`config.mk`:
```
export PLATFORM = sky130hd
export DESIGN_NAME = viterbi_acs_array
export DESIGN_NICKNAME = d
export VERILOG_FILES = /design/src/rtl/viterbi_pkg.sv /design/src/rtl/viterbi_acs_cell.sv /design/src/rtl/viterbi_acs_array.sv
export SDC_FILE = /design/constraint.sdc
export NUM_CORES = 1
export LEC_CHECK = 0
export BUFFER_PORTS_ARGS = -buffer_cell sky130_fd_sc_hd__buf_2
export CORE_MARGIN = 2
export CORE_UTILIZATION = 31
export DETAILED_ROUTE_END_ITERATION = 16
export GPL_TIMING_DRIVEN = 0
export MAX_ROUTING_LAYER = met4
export PLACE_DENSITY_LB_ADDON = 0.05
export SETUP_SLACK_MARGIN = 0.05
export SLEW_MARGIN = 10
export SYNTH_ARGS = -nofsm -noshare
export SYNTH_HDL_FRONTEND = slang
export SYNTH_SLANG_ARGS = --single-unit
```
`constraint.sdc`:
```
create_clock -name CLK -period 14.55 [get_ports CLK]
set_input_delay 0.7275 -clock CLK [delete_from_list [all_inputs] [get_ports CLK]]
set_output_delay 0.7275 -clock CLK [all_outputs]
set_load 0.005 [all_outputs]
```
`src/rtl/viterbi_pkg.sv`:
```
// Shared helpers for the Viterbi ACS array: code-bit parity, soft branch cost,
// trellis predecessor indexing, start-of-frame metric and saturating metric add.
package viterbi_pkg;

    function automatic logic parity(input logic [31:0] v);
        return ^v;
    endfunction

    // Distance of a signed soft value from the ideal level of code bit c.
    function automatic int branch_cost(input logic c, input int r, input int sw);
        int half;
        half = 1 << (sw - 1);
        return c ? (half - 1 - r) : (r + half);
    endfunction

    // Predecessor p_b of next state ns: shift ns up one place, append b.
    function automatic int pred_idx(input int ns, input int b, input int k);
        return ((ns << 1) | b) & ((1 << (k - 1)) - 1);
    endfunction

    function automatic int init_big(input int pmw);
        return 1 << (pmw - 2);
    endfunction

    function automatic logic [31:0] sat_add(input logic [31:0] a, input logic [31:0] b,
                                            input int pmw);
        logic [32:0] s;
        logic [32:0] lim;
        s   = {1'b0, a} + {1'b0, b};
        lim = (33'd1 << pmw) - 33'd1;
        return (s > lim) ? lim[31:0] : s[31:0];
    endfunction

endpackage

```
`src/rtl/viterbi_acs_cell.sv`:
```
// One add-compare-select cell: extends both predecessor metrics by their branch
// metrics and keeps the smaller; ties keep predecessor p0.
module viterbi_acs_cell
    import viterbi_pkg::*;
#(
    parameter int SW  = 8,
    parameter int PMW = 12
) (
    input  logic [PMW-1:0] pm0,
    input  logic [PMW-1:0] pm1,
    input  logic [SW:0]    bm0,
    input  logic [SW:0]    bm1,
    output logic [PMW-1:0] pm_sel,
    output logic           dec
);

    logic [31:0] cand0;
    logic [31:0] cand1;

    always_comb begin
        cand0  = sat_add(32'(pm0), 32'(bm0), PMW);
        cand1  = sat_add(32'(pm1), 32'(bm1), PMW);
        dec    = (cand1 < cand0);
        pm_sel = dec ? cand1[PMW-1:0] : cand0[PMW-1:0];
    end

endmodule

```
`src/rtl/viterbi_acs_array.sv`:
```
// Single-cycle ACS engine for a rate-1/2 Viterbi decoder: all 2^(K-1) states
// advance per accepted symbol, followed by min/argmin and metric normalisation.
module viterbi_acs_array
    import viterbi_pkg::*;
#(
    parameter int             K   = 3,
    parameter int             SW  = 8,
    parameter int             PMW = 12,
    parameter logic [K-1:0]   G0  = 3'b111,
    parameter logic [K-1:0]   G1  = 3'b101,
    localparam int            N   = 1 << (K - 1)
) (
    input  logic             CLK,
    input  logic             RST,
    input  logic             init,
    input  logic             in_valid,
    input  logic [SW-1:0]    r0,
    input  logic [SW-1:0]    r1,
    output logic             out_valid,
    output logic [N-1:0]     decisions,
    output logic [K-2:0]     best_state,
    output logic [PMW-1:0]   norm_amount,
    output logic [N*PMW-1:0] pm_out
);

    typedef logic [K-2:0] st_t;

    logic [PMW-1:0] pm_q [N];
    logic [PMW-1:0] pm_d [N];
    logic [PMW-1:0] pm_base [N];
    logic [PMW-1:0] pm_sel [N];
    logic [PMW-1:0] cell_pm0 [N];
    logic [PMW-1:0] cell_pm1 [N];
    logic [SW:0]    cell_bm0 [N];
    logic [SW:0]    cell_bm1 [N];
    logic [SW:0]    bm_tab [4];
    logic [N-1:0]   dec_w, dec_q, dec_d;
    st_t            best_w, best_q, best_d;
    logic [PMW-1:0] mn, norm_q, norm_d;
    logic           out_valid_q, out_valid_d;

    function automatic logic [PMW-1:0] reset_pm(input int s);
        return (s == 0) ? '0 : PMW'(init_big(PMW));
    endfunction

    // bm_tab is indexed by {c0, c1}; only four distinct branch metrics exist per symbol.
    always_comb begin
        int sr0, sr1, p0i, p1i, u, w0, w1;
        sr0 = int'(signed'(r0));
        sr1 = int'(signed'(r1));
        p0i = 0;
        p1i = 0;
        u   = 0;
        w0  = 0;
        w1  = 0;
        for (int i = 0; i < 4; i++) begin
            bm_tab[i] = (SW+1)'(branch_cost(i[1], sr0, SW) + branch_cost(i[0], sr1, SW));
        end
        for (int s = 0; s < N; s++) begin
            pm_base[s] = init ? reset_pm(s) : pm_q[s];
        end
        for (int ns = 0; ns < N; ns++) begin
            p0i = pred_idx(ns, 0, K);
            p1i = pred_idx(ns, 1, K);
            u   = (ns >> (K - 2)) & 1;
            w0  = (u << (K - 1)) | p0i;
            w1  = (u << (K - 1)) | p1i;
            cell_pm0[ns] = pm_base[st_t'(p0i)];
            cell_pm1[ns] = pm_base[st_t'(p1i)];
            cell_bm0[ns] = bm_tab[{parity(w0 & 32'(G0)), parity(w0 & 32'(G1))}];
            cell_bm1[ns] = bm_tab[{parity(w1 & 32'(G0)), parity(w1 & 32'(G1))}];
        end
    end

    for (genvar g = 0; g < N; g++) begin : g_cell
        viterbi_acs_cell #(.SW(SW), .PMW(PMW)) u_cell (
            .pm0    (cell_pm0[g]),
            .pm1    (cell_pm1[g]),
            .bm0    (cell_bm0[g]),
            .bm1    (cell_bm1[g]),
            .pm_sel (pm_sel[g]),
            .dec    (dec_w[g])
        );
        assign pm_out[g*PMW +: PMW] = pm_q[g];
    end

    // Strict compare keeps the lowest index among equal minima.
    always_comb begin
        mn     = pm_sel[0];
        best_w = '0;
        for (int s = 1; s < N; s++) begin
            if (pm_sel[s] < mn) begin
                mn     = pm_sel[s];
                best_w = st_t'(s);
            end
        end
    end

    always_comb begin
        out_valid_d = in_valid;
        dec_d       = dec_q;
        best_d      = best_q;
        norm_d      = norm_q;
        for (int s = 0; s < N; s++) begin
            pm_d[s] = pm_base[s];
        end
        if (in_valid) begin
            dec_d  = dec_w;
            best_d = best_w;
            norm_d = mn;
            for (int s = 0; s < N; s++) begin
                pm_d[s] = pm_sel[s] - mn;
            end
        end
    end

    always_ff @(posedge CLK or posedge RST) begin
        if (RST) begin
            out_valid_q <= 1'b0;
            dec_q       <= '0;
            best_q      <= '0;
            norm_q      <= '0;
            for (int s = 0; s < N; s++) begin
                pm_q[s] <= reset_pm(s);
            end
        end else begin
            out_valid_q <= out_valid_d;
            dec_q       <= dec_d;
            best_q      <= best_d;
            norm_q      <= norm_d;
            for (int s = 0; s < N; s++) begin
                pm_q[s] <= pm_d[s];
            end
        end
    end

    assign out_valid   = out_valid_q;
    assign decisions   = dec_q;
    assign best_state  = best_q;
    assign norm_amount = norm_q;

endmodule

```
* Yosys cells after proc, flatten, opt, wreduce, memory -nomap -nowiden *
Cells that the tools add are included.

word-level totals
  register bits after elaboration = 67
  input bits = 20
  output and inout bits = 67
  logic and storage cells = 66

cells by class
  add/sub/neg operators = 20
  order comparisons = 15
  multiplexer cells = 23

operators by type and width
  operator                number
  $gt A33 B12 Y1 const B  8
  $mux W32                8
  $mux W12                11
  $lt A32 B32 Y1          4
  $add A12 B9 Y13         8
  $mux W48                1
  $sub A12 B12 Y12        4
  $add A9 B9 Y9           4
  $lt A12 B12 Y1          3
  $add A8 B9 Y9 const B   2
  $sub A8 B8 Y9 const A   2
  $mux W2                 2
  $mux W1                 1

* Depth between registers and ports, before layout *
Gate-level depths: netlist (run 1).

  depth after elaboration = 15
  gate-level depth with buffers = 72
  gate-level depth less buffers = 67

* By module *
A second synthesis (run 1) with hierarchy kept.

unflattened totals
  cells, all modules = 1,882
  area, all modules = 14,448.9 um^2

modules (own cells, without submodules)
  module                                   instances  cells an instance  area each (um^2)  sequential area each (um^2)
  viterbi_acs_array                        1          1,038              8,120.3           1,680.4
  viterbi_acs_cell (g_cell[0].u_cell ...)  2          211                1,589.0           0.0
  viterbi_acs_cell (g_cell[1].u_cell ...)  2          211                1,575.3           0.0

* Worst setup path before layout (run 1) *
No wires, ideal clock.

  path kind = input-to-reg
  from = input port r0[2]
  to = register pm_q, in the netlist pm_out[47]
  setup time = 0.104 ns
  data arrival time = 13.615 ns
  required time = 14.446 ns
  path slack = 0.832 ns
  cell stages on the path = 65
  buffers on the path = 6
  path through = inv_1 > ha_1 > clkbuf_1 > a21oi_1 > nor2_1 > a211oi_1 > xnor2_1 > ha_1 > a211o_1 > or3_4 > and2_1 > buf_2 > a211oi_1 > inv_1 > ha_1 > and3_1 > a221o_1 > nor3_1 > [29 not listed] > a21o_1 > a21o_1 > a21o_1 > a221oi_1 > nand2_1 > mux2_2 > ha_1 > nor2b_1 > o21ai_0 > a21boi_0 > o21ai_0 > a21boi_0 > o21ai_0 > a21oi_1 > o41ai_1 > nand3_1 > o211a_1 > o311ai_1

RTL lines
  item                            line                      source
  start: declaration              viterbi_acs_array.sv:17   input logic [SW-1:0] r0,
  end signal: indexed assignment  viterbi_acs_array.sv:124  pm_q[s] <= reset_pm(s);
  end signal: indexed assignment  viterbi_acs_array.sv:132  pm_q[s] <= pm_d[s];
  end: declaration                viterbi_acs_array.sv:28   logic [PMW-1:0] pm_q [N];

==> run metrics, run 1 <==
number of CTS-inserted buffers=9; Root Buffer=clkbuf_16; die area=approximately 43000 µm²; detailed placement HPWL=43.0 mm; Vias per Instance=roughly 5.3; Final Cell Area=roughly 15000 µm²; Clk Latency, worst-skew pair=approximately 0.35 ns; Sink Count=67; Synth Area per Inst=approximately 8.0 µm²; met3 WL post-DR=between 1 and 1.5 mm; final setup fails=0; NumNets Final=between 2000 and 2500; global-route wire length before repair=around 76 mm; Setup CP Type=in -> reg; diodes inserted=0; wire length on met1=around 25 mm; Max Fclk=between 70 and 80 MHz; cell row count=74; Vias=between 10000 and 15000; hold violation total from the final report=0; initial core utilization=31.4%; Hold Path Class=in -> async; flops & latches, synth=67; utilization after layout=between 30% and 40%; global route overflow=0; most repeated library cell on the critical path=a21o_1; crit path DAT=14.33 ns; Critical Path RT=between 10 and 15 ns; Crit. Startpoint=r0[5]; clock buffer depth=2; max_cap viols=0; Syn. warnings=0; core area=40800 µm²; Pre-antenna DRT Iters=5; initial antenna violation count=0; Starting DRT DRC Count=around 660; final wirelength=~50 mm; status=finished clean; crit-path max cell delay=between 0.4 and 0.5 ns; uppermost routed layer=met4; number of synthesized flops with an enable pin=0; Setup Total Neg Slack=0 ns; clk_skew=0.0143 ns; drt wl/cell=between 20 and 25 µm; Total GRT Usage=23.9%; fin. max-slew vios=0; fraction of layout cells with a size suffix above 1=roughly a fifth; post-synthesis sequential area ratio=a little over an eighth; Synth-to-Final Area Change=20.3%; Tcrit/Tclk final=just under 100%; CP endpoint kind=flip-flop; Synth cell types=89; Die Wd=a little over 200 µm; placed instance area=14000 µm²; r2r startpoint=pm_out[36]$_DFF_PP0_; Die H=207 µm; H-tree Lvls=3; worst-margin pin slew=0.932 ns; DRC=0; TritonCTS clock tree=done; share of flip-flops with an asynchronous set or reset after synthesis=100%; Syn Std Cell Area=around 13000 µm²; worst rel slew slack=between 30% and 40%; vias in the first global route=11917; Main synth FF type=dfrtp_1; largest net degree at the start of global routing=just under 50; IO Count=87; clk slew on worst S/H paths=0.06 ns; ANT nets after route=0; met2 wire len=23.5 mm; Max FO, Critical Path=10; Final min period=around 14 ns; gp weighted congestion=between 0.8 and 0.9; crit path launch type=input pin; Port Buffer Count=86; CTS Hold Bufs=0; CP max stage cell=xnor2_2; Mapped Cells=about 1600; RSZ-0062 raised after global routing=true
[logic make-up after synthesis]
family / count (synthesis) / synth area share, %
DFF: 67 / 13.1
adders and majority gates: 249 / 25.2
xor gates and xnor gates: 99 / 6.98
AOI/OAI and AO/OA: 468 / 23.9
buffers and inverters: 178 / 5.63
and+or+nand+nor: 449 / 17.4
muxes: 93 / 7.70
other: 2 / 0.0586
[cell usage in the layout (no fill, tap or decap), drive strengths merged, types with 17 or more instances in the layout]
cell and n:
ha 233, nor2 147, buf 143, inv 137, a21oi 137, o21ai 93, nand2 82, xnor2 71
dfrtp 64, nor2b 60, a21o 54, mux2i 51, mux2 42, nor3 34, nand2b 30, clkbuf 29
o21bai 27, o21a 26, xor2 26, o211ai 23, a211oi 21, and2 17
[stage by stage]
| step | setup slack (ns) | hold WS, ns | cells |
|---|---|---|---|
| 2_1_floorplan | 0.832 | 0.476 | 1611 |
| 3_3_place_gp | -4.10 | 0.486 | 2229 |
| 3_5_place_dp | -4.10 | 0.495 | 2230 |
| 4_1_cts | 0.0671 | 0.345 | 2258 |
| 5_1_grt | -0.134 | 0.375 | 2281 |
| 6_report | 0.462 | 0.350 | 2281 |
[worst paths after layout]
kind / to / slack, ns / depth (start not counted)
setup / recovery: pm_out[35]$_DFF_PP0_ / 0.46 / 66
hold / removal: norm_amount[7]$_DFFE_PP0P_ / 0.35 / 2
setup reg to reg: pm_out[35]$_DFF_PP0_ / 1.52 / 61
hold reg to reg: decisions[2]$_DFFE_PP0P_ / 0.50 / 1
max in group asynchronous: pm_out[22]$_DFF_PP1_ / 13.59 / 3
min in group CLK: out_valid$_DFF_PP0_ / 0.50 / 1
[critical path: cells and delay by family]
| family | cells | cell delay [ns] |
|---|---|---|
| AOI/OAI and AO/OA | 31 | 6.37 |
| adders and majority gates | 7 | 1.89 |
| and+or+nand+nor | 9 | 1.83 |
| buffers and inverters | 13 | 1.65 |
| muxes | 4 | 1.15 |
| xor gates and xnor gates | 2 | 0.64 |
[cells in the mapped netlist, types with 5 or more instances]
| cell type | n | share of area (%) |
|---|---|---|
| ha_1 | 233 | 23 |
| nor2_1 | 147 | 4.3 |
| a21oi_1 | 136 | 5.3 |
| inv_1 | 136 | 4.0 |
| o21ai_0 | 91 | 3.6 |
| nand2_1 | 82 | 2.4 |
| xnor2_1 | 71 | 4.9 |
| dfrtp_1 | 64 | 12 |
| nor2b_1 | 60 | 2.9 |
| a21o_1 | 53 | 3.1 |
| mux2i_1 | 50 | 3.9 |
| mux2_2 | 42 | 3.7 |
| nor3_1 | 34 | 1.3 |
| nand2b_1 | 30 | 1.5 |
| o21bai_1 | 27 | 1.6 |
| o21a_1 | 26 | 1.5 |
| xor2_1 | 26 | 1.8 |
| o211ai_1 | 23 | 1.3 |
| clkbuf_1 | 20 | 0.59 |
| a211oi_1 | 19 | 1.1 |
| a21boi_0 | 16 | 0.94 |
| fa_1 | 16 | 2.5 |
| nand3_1 | 15 | 0.59 |
| and2_1 | 13 | 0.63 |
| nand4_1 | 12 | 0.59 |
| nor4_1 | 9 | 0.44 |
| o31ai_1 | 9 | 0.53 |
| or3_1 | 9 | 0.44 |
| a31oi_1 | 8 | 0.39 |
| and3_1 | 8 | 0.39 |
| buf_1 | 7 | 0.21 |
| buf_2 | 6 | 0.23 |
| a211o_1 | 5 | 0.34 |
| buf_6 | 5 | 0.44 |
| o211a_1 | 5 | 0.39 |
| or2_2 | 5 | 0.24 |
[flip-flops by register name, indices dropped and copies added (netlist names)]
| signal | cells |
|---|---|
| best_state | 2 |
| decisions | 4 |
| norm_amount | 12 |
| out_valid | 1 |
| pm_out | 48 |
[layer usage]
layer | global-route usage, % | vias to the layer above
met4 | 5.22 | 0
met1 | 33.1 | 5833
met5 | - | -
met2 | 38.3 | 206
met3 | 1.74 | 40
li1 | - | 6043
[area by class of cell]
type	count	area (µm²)
timing repair buffer	126	767
clock inverter	5	55.1
inverter	138	522
sequential	67	1680
fill	4285	25400
buffer	37	263
tap	532	666
clock buffer	10	229
multi-input combinational	1366	11200
[what timing repair did]
item	4_1_cts	5_1_grt
gates resized for setup	102	123
pin swaps	9	32
cloned	1	0
endpoints found under the setup margin	62	28
buffers inserted	13	25
hold endpoints to repair	0	0
Power of run 1 is not shown: default switching activity piles up to over one toggle a cycle in this logic, so the estimate is an artifact.
==> inputs of run 2 (changes only) <==
CTS_BUF_LIST = sky130_fd_sc_hd__clkbuf_8   (was not set)
==> run metrics, run 2 (synthesis results as in run 1) <==
NumNets Final=2009 (-0.25%); H-tree Lvls=3 (unchanged); Max FO, Critical Path=10 (unchanged); vias in the first global route=11904 (-0.11%); Tcrit/Tclk final=96.4% (-0.40 points); Die H=207 µm (unchanged); crit path DAT=14.29 ns (-0.04 ns); die area=43000 µm² (unchanged); Clk Latency, worst-skew pair=0.38 ns (+0.03 ns); global-route wire length before repair=75.3 mm (-0.22%); Die Wd=207 µm (unchanged); CP endpoint kind=flip-flop; worst-margin pin slew=0.876 ns (-0.0559 ns); detailed placement HPWL=43.0 mm (unchanged); gp weighted congestion=0.882 (unchanged); crit path launch type=input pin; Hold WS=0.313 ns (-0.0369 ns); Vias=12126 (+0.033%); TritonCTS clock tree=done; Pre-antenna DRT Iters=6 (+1); initial antenna violation count=0 (unchanged); worst rel slew slack=39.9% (+2.2 points); diodes inserted=0 (unchanged); final setup fails=0 (unchanged); max FFs per register=48 (unchanged); fin. max-slew vios=0 (unchanged); number of CTS-inserted buffers=9 (unchanged); status=finished clean; Root Buffer=clkbuf_8; most repeated library cell on the critical path=a21o_1; Synth-to-Final Area Change=19.3%; core area=40800 µm² (unchanged); utilization after layout=37.5% (-0.29 points); fraction of layout cells with a size suffix above 1=20.4% (+0.17 points); Critical Path RT=14.81 ns (+0.02 ns); hold violation total from the final report=0 (unchanged); Hold Path Class=in -> async; clk_skew=0.0147 ns (+0.000476 ns); initial core utilization=31.4% (unchanged); Vias per Instance=5.33 (+0.25%); ANT nets after route=0 (unchanged); crit-path max cell delay=0.44 ns (about the same); most frequent cells in the layout=ha_1, nor2_1, inv_1; Max Fclk=71.3 MHz (+0.41%); reg-to-reg setup timing slack=1.52 ns (about the same); IO Count=87 (unchanged); Port Buffer Count=86 (unchanged); Final Cell Area=15300 µm² (-0.78%); cell row count=74 (unchanged); global route overflow=0 (unchanged); Total GRT Usage=23.9% (-0.070 points); DRC=0 (unchanged); Setup CP Type=in -> reg; commonest non-fill, non-tap cell in the layout=ha_1; CTS Hold Bufs=0 (unchanged); Sink Count=67 (unchanged); placed instance area=14000 µm² (unchanged); clk slew on worst S/H paths=0.08 ns (+0.02 ns); clock buffer depth=2 (unchanged); max_cap viols=0 (unchanged); Starting DRT DRC Count=642 (-3.0%); Final min period=14.03 ns (-0.0582 ns); CP max stage cell=o31ai_4; final wirelength=51.1 mm (about the same); largest net degree at the start of global routing=49 (unchanged); drt wl/cell=22.4 µm (+0.14%)
[run 2: cell count changes in the layout (fill, tap and decap cells not counted), sizes merged]
cell,previous run,this run
clkbuf,29,28
inv,137,138
buf,143,138
[run 2: final timing paths]
check	from	to	cells past startpoint
max in group asynchronous	RST	pm_out[22]$_DFF_PP1_	3
setup reg to reg	pm_out[36]$_DFF_PP0_	pm_out[11]$_DFF_PP0_	61
setup / recovery	r0[5]	pm_out[11]$_DFF_PP0_	66
hold / removal	RST	norm_amount[7]$_DFFE_PP0P_	2
hold reg to reg	decisions[2]$_DFFE_PP0P_	decisions[2]$_DFFE_PP0P_	1
min in group CLK	in_valid	out_valid$_DFF_PP0_	1
[run 2: per-stage QoR]
stage | setup WS (ns) | setup TNS, ns | std cells
6_report | 0.520 | 0 | 2276
5_1_grt | -0.100 | -0.249 | 2276
4_1_cts | 0.0160 | 0 | 2257
3_5_place_dp | -4.10 | -157.02 | 2230
3_3_place_gp | -4.10 | -156.78 | 2229
2_1_floorplan | 0.832 | 0 | 1611
[run 2: worst max-delay path: cells and delay by family]
| kind | cells | cell delay [ns] |
|---|---|---|
| AOI/OAI and AO/OA | 28 | 5.75 |
| adders and majority gates | 7 | 1.92 |
| buffers and inverters | 14 | 1.84 |
| and+or+nand+nor | 9 | 1.82 |
| muxes | 5 | 1.42 |
| xor gates and xnor gates | 3 | 0.72 |
[run 2: final cells by class]
| cell class | instances | area [µm²] |
|---|---|---|
| Clock inverter | 6 | 58.8 |
| Sequential cell | 67 | 1680 |
| Multi-Input combinational cell | 1366 | 11200 |
| Timing Repair Buffer | 121 | 726 |
| Fill cell | 4301 | 25500 |
| Inverter | 138 | 522 |
| Tap cell | 532 | 666 |
| Buffer | 37 | 268 |
| Clock buffer | 9 | 124 |
[run 2: routing by layer]
metal	share of wire, %	track usage [%]
met5	0	-
met4	1.8	4.88
met3	2.8	1.79
met2	46	38.2
met1	50	33.0
[run 2: timing repair]
action	in CTS	in global routing
gates cloned	1	0
pin swaps	6	36
setup buffers	12	21
endpoints found under the setup margin	62	29
resized for setup	94	135
Power of run 2 is left out for the same reason.
==> inputs of run 3 (changes only) <==
ABC_AREA = 1   (was not set)
==> run metrics, run 3 <==
Total GRT Usage=24.1% (+0.26 points); number of synthesized flops with an enable pin=0 (unchanged); clock buffer depth=2 (unchanged); DRC=0 (unchanged); most frequent cells in the layout=nand2_1, inv_1, ha_1; Syn. warnings=0 (unchanged); placed instance area=13100 µm² (-6.4%); Sink Count=67 (unchanged); Pre-antenna DRT Iters=7 (+1); Max Fclk=74.7 MHz (+4.8%); Die H=200 µm (-3.3%); Critical Path RT=14.80 ns (about the same); crit path DAT=13.63 ns (-0.66 ns); Final min period=13.38 ns (-0.649 ns); Synth Area per Inst=6.57 µm² (-18%); CP max stage cell=o21ai_0; Vias=12043 (-0.68%); largest net degree at the start of global routing=41 (-16%); Main synth FF type=dfrtp_1; Tcrit/Tclk final=92.0% (-4.5 points); post-synth top area cell=ha_1; IO Count=87 (unchanged); core area=37800 µm² (-7.3%); Root Buffer=clkbuf_8; max FFs per register=48 (unchanged); Die Wd=200 µm (-3.3%); drt wl/cell=19.3 µm (-14%); fraction of layout cells with a size suffix above 1=8.61% (-12 points); final wirelength=47.1 mm (-7.8%); Port Buffer Count=86 (unchanged); fin. max-slew vios=0 (unchanged); Synth-to-Final Area Change=11.8%; worst rel slew slack=36.1% (-3.9 points); hold violation total from the final report=0 (unchanged); H-tree Lvls=3 (unchanged); Final Cell Area=13400 µm² (-13%); Vias per Instance=4.94 (-7.3%); initial antenna violation count=0 (unchanged); max_cap viols=0 (unchanged); Starting DRT DRC Count=710 (+11%); Mapped Cells=1819 (+13%); diodes inserted=0 (unchanged); NumNets Final=2192 (+9.1%); gp weighted congestion=0.913 (+3.6%); clk_skew=0.0169 ns (+0.00220 ns); ANT nets after route=0 (unchanged); global route overflow=0 (unchanged); Clk Latency, worst-skew pair=0.38 ns (about the same); share of flip-flops with an asynchronous set or reset after synthesis=100% (unchanged); Synth cell types=48 (-46%); final setup fails=0 (unchanged); flops & latches, synth=67 (unchanged); most frequent cell after synthesis=nand2_1; initial core utilization=31.6% (+0.20 points); detailed placement HPWL=40.9 mm (-4.8%); Max FO, Critical Path=10 (unchanged); most frequent cells after synthesis=nand2_1, inv_1, ha_1, a21oi_1, o21ai_0; RSZ-0062 raised after global routing=false; Setup CP Type=in -> reg; commonest non-fill, non-tap cell in the layout=nand2_1; CP endpoint kind=flip-flop; status=finished clean; crit-path max cell delay=0.65 ns (+0.21 ns); TritonCTS clock tree=done; crit path launch type=input pin; post-synthesis sequential area ratio=14.1% (+0.94 points); top post-synthesis cells by area=ha_1, dfrtp_1, nand2_1; vias in the first global route=11904 (unchanged); Syn Std Cell Area=12000 µm² (-6.7%); Synth top area share=24.4% (+1.6 points); die area=40200 µm² (-6.6%); cell row count=71 (-4.1%); clk slew on worst S/H paths=0.08 ns (about the same); number of CTS-inserted buffers=9 (unchanged); global-route wire length before repair=71.6 mm (-4.9%); most repeated library cell on the critical path=nand2_1; Hold Path Class=in -> async; worst-margin pin slew=0.949 ns (+0.0729 ns)
## run 3: changes by cell type in the layout (fill, tap and decap cells not counted), sizes merged, moves of 43 or more
cell,previous run,this run
nand2,82,403
inv,138,273
o21ai,93,194
nor2b,60,0
xnor2,71,19
mux2i,51,0
a21o,54,5
a21oi,137,181
nand3,15,58
## run 3: timing repair
| item | 4_1_cts | 5_1_grt |
|---|---|---|
| gates resized for setup | 2 | 37 |
| setup buffers | 0 | 2 |
| pin swaps | 0 | 1 |
| endpoints found under the setup margin | 5 | 18 |
| hold buffers | 0 | 0 |
## run 3: per-stage QoR
stage	utilization, %	cells	setup TNS (ns)	hold WS, ns	worst slack [ns]
6_report	35.3	2439	0	0.348	1.17
5_1_grt	35.3	2439	0	0.367	0.0491
2_1_floorplan	-	1825	0	0.473	3.16
3_5_place_dp	34.6	2423	-3.00	0.473	-0.820
3_3_place_gp	34.5	2422	-2.75	0.470	-0.780
4_1_cts	35.1	2438	0	0.341	0.137
## run 3: worst paths after layout
kind,start,endpoint,slack [ns],cells past startpoint
worst max-delay path,r1[5],pm_out[35]$_DFF_PP0_,1.17,69
worst min-delay path,RST,norm_amount[11]$_DFFE_PP0P_,0.35,2
worst max register to register,pm_out[26]$_DFF_PP0_,pm_out[35]$_DFF_PP0_,1.98,70
worst min register to register,norm_amount[11]$_DFFE_PP0P_,norm_amount[11]$_DFFE_PP0P_,0.49,2
max in group asynchronous,RST,pm_out[22]$_DFF_PP1_,13.60,3
min in group CLK,in_valid,out_valid$_DFF_PP0_,0.47,1
## run 3: worst max-delay path, delay by kind of cell
family | cells | cell delay, ns
xor+xnor | 2 | 0.72
simple gates | 22 | 2.15
fa+ha+maj | 7 | 2.33
compound gates | 27 | 5.60
buf+inv | 11 | 2.07
## run 3: logic make-up after synthesis
group	after synthesis	synth area share [%]
xor gates and xnor gates	87	6.37
buffers and inverters	314	10.0
AOI/OAI and AO/OA	441	19.9
adders and majority gates	249	27.1
other	2	0.0628
and+or+nand+nor	659	22.5
DFF	67	14.1
## run 3: layer usage
layer / vias up / track usage, % / wire [µm]
met5: - / - / 0
li1: 6213 / - / -
met3: 33 / 1.79 / 1290
met2: 203 / 39.1 / 21600
met1: 5594 / 32.9 / 23300
met4: 0 / 5.08 / 899
## run 3: cell type report
class                      count  area [µm²]
buffer                        37         169
clock buffer                  10         138
clock inverter                 6        65.1
fill                        4264       24500
inverter                     275        1030
multi-input combinational   1444        9170
sequential                    67        1680
tap                          511         639
timing repair buffer          89         473
Power of run 3 is left out for the same reason.
